**config.mk**
```make
export PLATFORM = sky130hd
export DESIGN_NAME = systolic_mm
export DESIGN_NICKNAME = d
export VERILOG_FILES = /design/src/rtl/systolic_mm.sv
export SDC_FILE = /design/constraint.sdc
export NUM_CORES = 1
export LEC_CHECK = 0
export CORE_MARGIN = 3
export CORE_UTILIZATION = 59
export CTS_CLUSTER_SIZE = 14
export DETAILED_ROUTE_END_ITERATION = 7
export HOLD_SLACK_MARGIN = 0.06
export PLACE_DENSITY = 0.8
export SYNTH_ARGS = -nofsm -noshare
export SYNTH_HDL_FRONTEND = slang
export SYNTH_SLANG_ARGS = --single-unit
```
**constraint.sdc**
```tcl
create_clock -name clk -period 10.4 [get_ports clk]
set_input_delay 1.56 -clock clk [delete_from_list [all_inputs] [get_ports clk]]
set_output_delay 1.56 -clock clk [all_outputs]
set_load 0.005 [all_outputs]
```
**src/rtl/systolic_mm.sv**
```systemverilog
// systolic_mm: output-stationary SIZE x SIZE systolic matrix multiply with input skew, start/done and valid/ready handshake
// Ports:
//   clk, reset (async, active-low)
//   start, k_len           : begin a run of k_len beats (sampled in IDLE)
//   busy, err              : run in progress / one-cycle pulse on a rejected start
//   in_valid, in_ready     : beat handshake; a_col[i] = A[i][k], b_row[j] = B[k][j]
//   done, ovf, out[i][j]   : completion pulse, sticky overflow, C[i][j] accumulators
module systolic_mm #(
  parameter int SIZE = 2,
  parameter int IN_WIDTH = 8,
  parameter int OUT_WIDTH = 32,
  parameter int K_MAX = 16,
  parameter int SIGNED = 0,
  localparam int KW = $clog2(K_MAX + 1)
) (
  input  logic                 clk,
  input  logic                 reset,
  input  logic                 start,
  input  logic [KW-1:0]        k_len,
  output logic                 busy,
  output logic                 err,
  input  logic                 in_valid,
  output logic                 in_ready,
  input  logic [IN_WIDTH-1:0]  a_col [SIZE],
  input  logic [IN_WIDTH-1:0]  b_row [SIZE],
  output logic                 done,
  output logic                 ovf,
  output logic [OUT_WIDTH-1:0] out [SIZE][SIZE]
);
  localparam int DW = $clog2(2 * SIZE);
  typedef enum logic [1:0] {IDLE, FEED, DRAIN, DONE} state_t;
  state_t state, nxt;
  logic [KW-1:0] cnt, klen;
  logic [DW-1:0] dcnt;
  logic go, reject, accept, last, drained, any_ovf;
  logic [IN_WIDTH-1:0] a_new [SIZE], b_new [SIZE], a_d [SIZE], b_d [SIZE];
  logic [IN_WIDTH-1:0] a_p [SIZE][SIZE], b_p [SIZE][SIZE];
  logic v_d [SIZE];
  logic v_p [SIZE][SIZE];
  logic [OUT_WIDTH-1:0] prod [SIZE][SIZE];
  logic [OUT_WIDTH:0] sum [SIZE][SIZE];

  function automatic logic [OUT_WIDTH-1:0] ext(input logic [IN_WIDTH-1:0] x);
    return {{(OUT_WIDTH - IN_WIDTH){SIGNED != 0 && x[IN_WIDTH-1]}}, x};
  endfunction

  assign go = state == IDLE && start && k_len <= KW'(K_MAX);
  assign reject = state == IDLE && start && k_len > KW'(K_MAX);
  assign accept = state == FEED && in_valid;
  assign last = accept && cnt == klen - KW'(1);
  assign drained = state == DRAIN && dcnt == DW'(2 * SIZE - 2);

  always_comb begin
    nxt = state;
    case (state)
      IDLE:    nxt = go ? (k_len == '0 ? DONE : FEED) : IDLE;
      FEED:    nxt = last ? DRAIN : FEED;
      DRAIN:   nxt = drained ? DONE : DRAIN;
      default: nxt = IDLE;
    endcase
    busy = state != IDLE;
    in_ready = state == FEED;
    done = state == DONE;
  end

  always_ff @(posedge clk or negedge reset)
    if (!reset) state <= IDLE;
    else state <= nxt;

  always_ff @(posedge clk or negedge reset)
    if (!reset) begin
      cnt <= '0;
      klen <= '0;
      dcnt <= '0;
      err <= 1'b0;
      ovf <= 1'b0;
    end else begin
      err <= reject;
      if (go) begin
        klen <= k_len;
        cnt <= '0;
      end else if (accept) cnt <= cnt + KW'(1);
      dcnt <= state == DRAIN ? dcnt + DW'(1) : '0;
      ovf <= go ? 1'b0 : ovf | any_ovf;
    end

  // Bubbles enter the array as zero data with a cleared tag so alignment survives stalls.
  always_comb begin
    a_new = '{default: '0};
    b_new = '{default: '0};
    for (int i = 0; i < SIZE; i++) begin
      a_new[i] = accept ? a_col[i] : '0;
      b_new[i] = accept ? b_row[i] : '0;
    end
  end

  // Row i of A and column i of B are delayed i cycles before entering the array edge.
  for (genvar i = 0; i < SIZE; i++) begin : g_skew
    if (i == 0) begin : g_direct
      assign a_d[0] = a_new[0];
      assign b_d[0] = b_new[0];
      assign v_d[0] = accept;
    end else begin : g_delay
      logic [IN_WIDTH-1:0] a_sr [i], b_sr [i];
      logic v_sr [i];
      always_ff @(posedge clk or negedge reset)
        if (!reset) begin
          for (int d = 0; d < i; d++) begin
            a_sr[d] <= '0;
            b_sr[d] <= '0;
            v_sr[d] <= 1'b0;
          end
        end else begin
          a_sr[0] <= a_new[i];
          b_sr[0] <= b_new[i];
          v_sr[0] <= accept;
          for (int d = 1; d < i; d++) begin
            a_sr[d] <= a_sr[d-1];
            b_sr[d] <= b_sr[d-1];
            v_sr[d] <= v_sr[d-1];
          end
        end
      assign a_d[i] = a_sr[i-1];
      assign b_d[i] = b_sr[i-1];
      assign v_d[i] = v_sr[i-1];
    end
  end

  // Operands are extended to OUT_WIDTH before multiplying; the low OUT_WIDTH bits equal the extended 2*IN_WIDTH product.
  always_comb begin
    prod = '{default: '0};
    sum = '{default: '0};
    any_ovf = 1'b0;
    for (int i = 0; i < SIZE; i++)
      for (int j = 0; j < SIZE; j++) begin
        prod[i][j] = ext(a_p[i][j]) * ext(b_p[i][j]);
        sum[i][j] = {1'b0, out[i][j]} + {1'b0, prod[i][j]};
        any_ovf = any_ovf | (v_p[i][j] & (SIGNED != 0 ?
          (out[i][j][OUT_WIDTH-1] == prod[i][j][OUT_WIDTH-1] && sum[i][j][OUT_WIDTH-1] != out[i][j][OUT_WIDTH-1]) :
          sum[i][j][OUT_WIDTH]));
      end
  end

  // a_p/b_p/v_p hold the operands presented to PE(i,j) this cycle; a moves right, b moves down.
  always_ff @(posedge clk or negedge reset)
    if (!reset) begin
      for (int i = 0; i < SIZE; i++)
        for (int j = 0; j < SIZE; j++) begin
          a_p[i][j] <= '0;
          b_p[i][j] <= '0;
          v_p[i][j] <= 1'b0;
          out[i][j] <= '0;
        end
    end else begin
      for (int i = 0; i < SIZE; i++) begin
        a_p[i][0] <= a_d[i];
        v_p[i][0] <= v_d[i];
        b_p[0][i] <= b_d[i];
        for (int j = 1; j < SIZE; j++) begin
          a_p[i][j] <= a_p[i][j-1];
          v_p[i][j] <= v_p[i][j-1];
          b_p[j][i] <= b_p[j-1][i];
        end
        for (int j = 0; j < SIZE; j++)
          out[i][j] <= go ? '0 : v_p[i][j] ? sum[i][j][OUT_WIDTH-1:0] : out[i][j];
      end
    end
endmodule

```
==> flow_metrics.env <==
export IMPL_start_util_pct=60.9
export IMPL_wl_per_cell_um=16.7
export IMPL_synth_cells=2069
export IMPL_layout_commonest_cell="inv_1"
export IMPL_slew_headroom_pct=30.7
export IMPL_outcome="finished, final reports clean"
export IMPL_cts_resized=0
export IMPL_antenna_found_initial=0
export IMPL_core_um2=32000
export IMPL_placed_cells=2637
export IMPL_synth_compound_area_share_pct=7.53
export IMPL_grt_pass1_vias=15300
export IMPL_io_pins=174
export IMPL_crit_required_ps=10780
export IMPL_syn_avg_cell_area_um2=9.43
export IMPL_clock_skew_ps=24.5
export IMPL_drive_gt1_share_pct=2.89
export IMPL_postLayoutCoreUtil_pct=70.5
export IMPL_clock_fmax_mhz=190
export IMPL_synth_xor_area_share_pct=4.18
export IMPL_drt_initial_drc_count=863
export IMPL_setup_viol=0
export IMPL_synthSimpleGateAreaFrac_pct=16.4
export IMPL_rows=65
export IMPL_drcViolationCount=0
export IMPL_cp_end_kind="flop"
export IMPL_clkSinkCount=227
export IMPL_drt_pass1_iter_count=5
export IMPL_ant_nets=0
export IMPL_cts_buffer_depth=3
export IMPL_peakVddDrop_v=0.000133
export IMPL_post_cts_repair_setup_buffers=0
export IMPL_gp_congestion=0.880
export IMPL_synthAdderAreaFrac_pct=31.2
export IMPL_grt_setup_unrepaired="no"
export IMPL_cts_tree="yes"
export IMPL_totalWireLength_mm=44.8
export IMPL_synth_largest_area_cell="dfrtp_1"
export IMPL_yosysWarnings=0
export IMPL_route_vias_total=14500
export IMPL_grt_max_degree=87
export IMPL_maxCapViolCount=0
export IMPL_setup_ws_ps=5130
export IMPL_worstHoldPathType="reg2reg"
export IMPL_synth_async_reset_ratio_pct=100
export IMPL_p_leak_nw=11.8
export IMPL_cp_max_fo=10
export IMPL_vias_per_cell=5.42
export IMPL_root_buffer="clkbuf_16"
export IMPL_pre_cts_ws_ps=5210
export IMPL_min_period_ps=5270
export IMPL_syn_area_um2=19500
export IMPL_final_cells=2683
export IMPL_worst_pin_slew_ps=1040
export IMPL_most_common_layout_cells="412 x inv_1, 226 x dfrtp_1, 200 x fa_1"
export IMPL_cts_clk_slew_worst_paths_ps=60
export IMPL_syn_nets=2477
export IMPL_power_mw=4.55
export IMPL_multi_input_area_um2=12100
export IMPL_tns_ps=0
export IMPL_htreeDepth=1
export IMPL_startpoint_type="flop"
export IMPL_dieArea_um2=35300
export IMPL_io_buffers=173
export IMPL_die_w_um=188
export IMPL_worstSetupPathType="reg2reg"
export IMPL_grt_ovfl_total=0
export IMPL_fillers=2442
export IMPL_insertedDiodeCount=0
export IMPL_period_share_pct=50.6
export IMPL_placed_cell_area_um2=21700
export IMPL_muxShareOfSynthArea_pct=2.57
export IMPL_clock_latency_ps=550
export IMPL_drv_slew=0
export IMPL_synth_top_cell_area_share_pct=29.1
export IMPL_area_delta_synth_final_pct=15.8
export IMPL_regArea_um2=5680
export IMPL_place_hpwl_mm=34.2
export IMPL_grt_pass1_wl_mm=76.4
export IMPL_arrival_ps=5650
export IMPL_synth_edff_count=0
export IMPL_ys_seq_elements=227
export IMPL_synth_cell_types=63
export IMPL_nets=2638
export IMPL_numCtsBuffers=26
export IMPL_post_route_cell_area_um2=22600
export IMPL_synth_top_family_by_area="adder cells"
export IMPL_hold_viol=0
export IMPL_synthFlopType="dfrtp_1"
export IMPL_synthTopCellsByArea="dfrtp_1 29%, fa_1 21%, ha_1 11%, inv_1 7.9%, and2_1 4.6%"
export IMPL_powerDensity_nw_per_um2=202
export IMPL_ys_seq_area_share_pct=29.1
export IMPL_holdWs_ps=345
export IMPL_die_h_um=188
export IMPL_cts_hold_buffers=0
export IMPL_grtUsageTotal_pct=26.2
area by class of cell:
cell class | instances | share of cell area (%)
multi-input combinational | 1380 | 53.6
sequential | 227 | 25.2
timing repair buffer | 183 | 8.02
inverter | 412 | 6.85
clock buffer | 37 | 3.38
tap | 435 | 2.41
clock inverter | 9 | 0.615
cell families after synthesis:
family,after synthesis
simple gates,648
buf+inv,462
fa+ha+maj,367
flops,227
compound gates,222
xor+xnor,93
mux,50
synthesized netlist by cell type, types with 33 or more instances:
cell type,instances
inv_1,412
dfrtp_1,227
fa_1,200
nand2_1,182
ha_1,167
nor2_1,159
and2_1,144
a21oi_1,75
xnor2_1,56
and3_1,50
mux2i_1,50
o21ai_0,40
xor2_1,37
clkbuf_1,36
nand3_1,33
routing by layer:
metal | part of all wire (%) | global-route usage [%]
met1 | 43 | 35.1
met2 | 48 | 44.1
met3 | 6.4 | 5.33
met4 | 2.3 | 6.41
met5 | 0 | 0
power breakdown:
group	switching [mW]	leakage [nW]	internal (mW)	total, mW
clock	0.385	0.442	0.585	0.970
sequential	0.288	3.03	1.10	1.39
combinational	1.21	8.34	0.987	2.20
total	1.88	11.8	2.67	4.55
state kept, by name (all words and copies together) (netlist names):
register / cells
out: 128
a_p: 32
b_p: 32
g_skew.g_delay.a_sr: 8
g_skew.g_delay.b_sr: 8
cnt: 5
klen: 5
v_p: 3
dcnt: 2
state: 2
err: 1
ovf: 1
worst max-delay path: stages, from the launching register on:
cell	delay [ps]
dfrtp_1	510
nand2_1	130
fa_1	520
fa_1	540
inv_1	50
fa_1	480
inv_1	50
fa_1	470
inv_1	40
ha_1	340
a21oi_1	150
o22ai_1	140
o41ai_2	500
o221ai_1	280
a21oi_1	580
nor2_1	120
xnor2_1	160
nor2_1	50
final timing paths:
kind	from	end	slack, ps	cells past startpoint
max	a_p[13]	out[61]	5130	17
min	g_skew[1].g_delay.b_sr[3]	b_p[19]	340	0
max reg2reg	a_p[13]	out[61]	5130	17
min reg2reg	g_skew[1].g_delay.b_sr[3]	b_p[19]	340	0
max in group asynchronous	reset	out[11]	7910	2
min in group asynchronous	reset	out[96]	990	1
No activity file was read; power rests on OpenSTA's default activity.
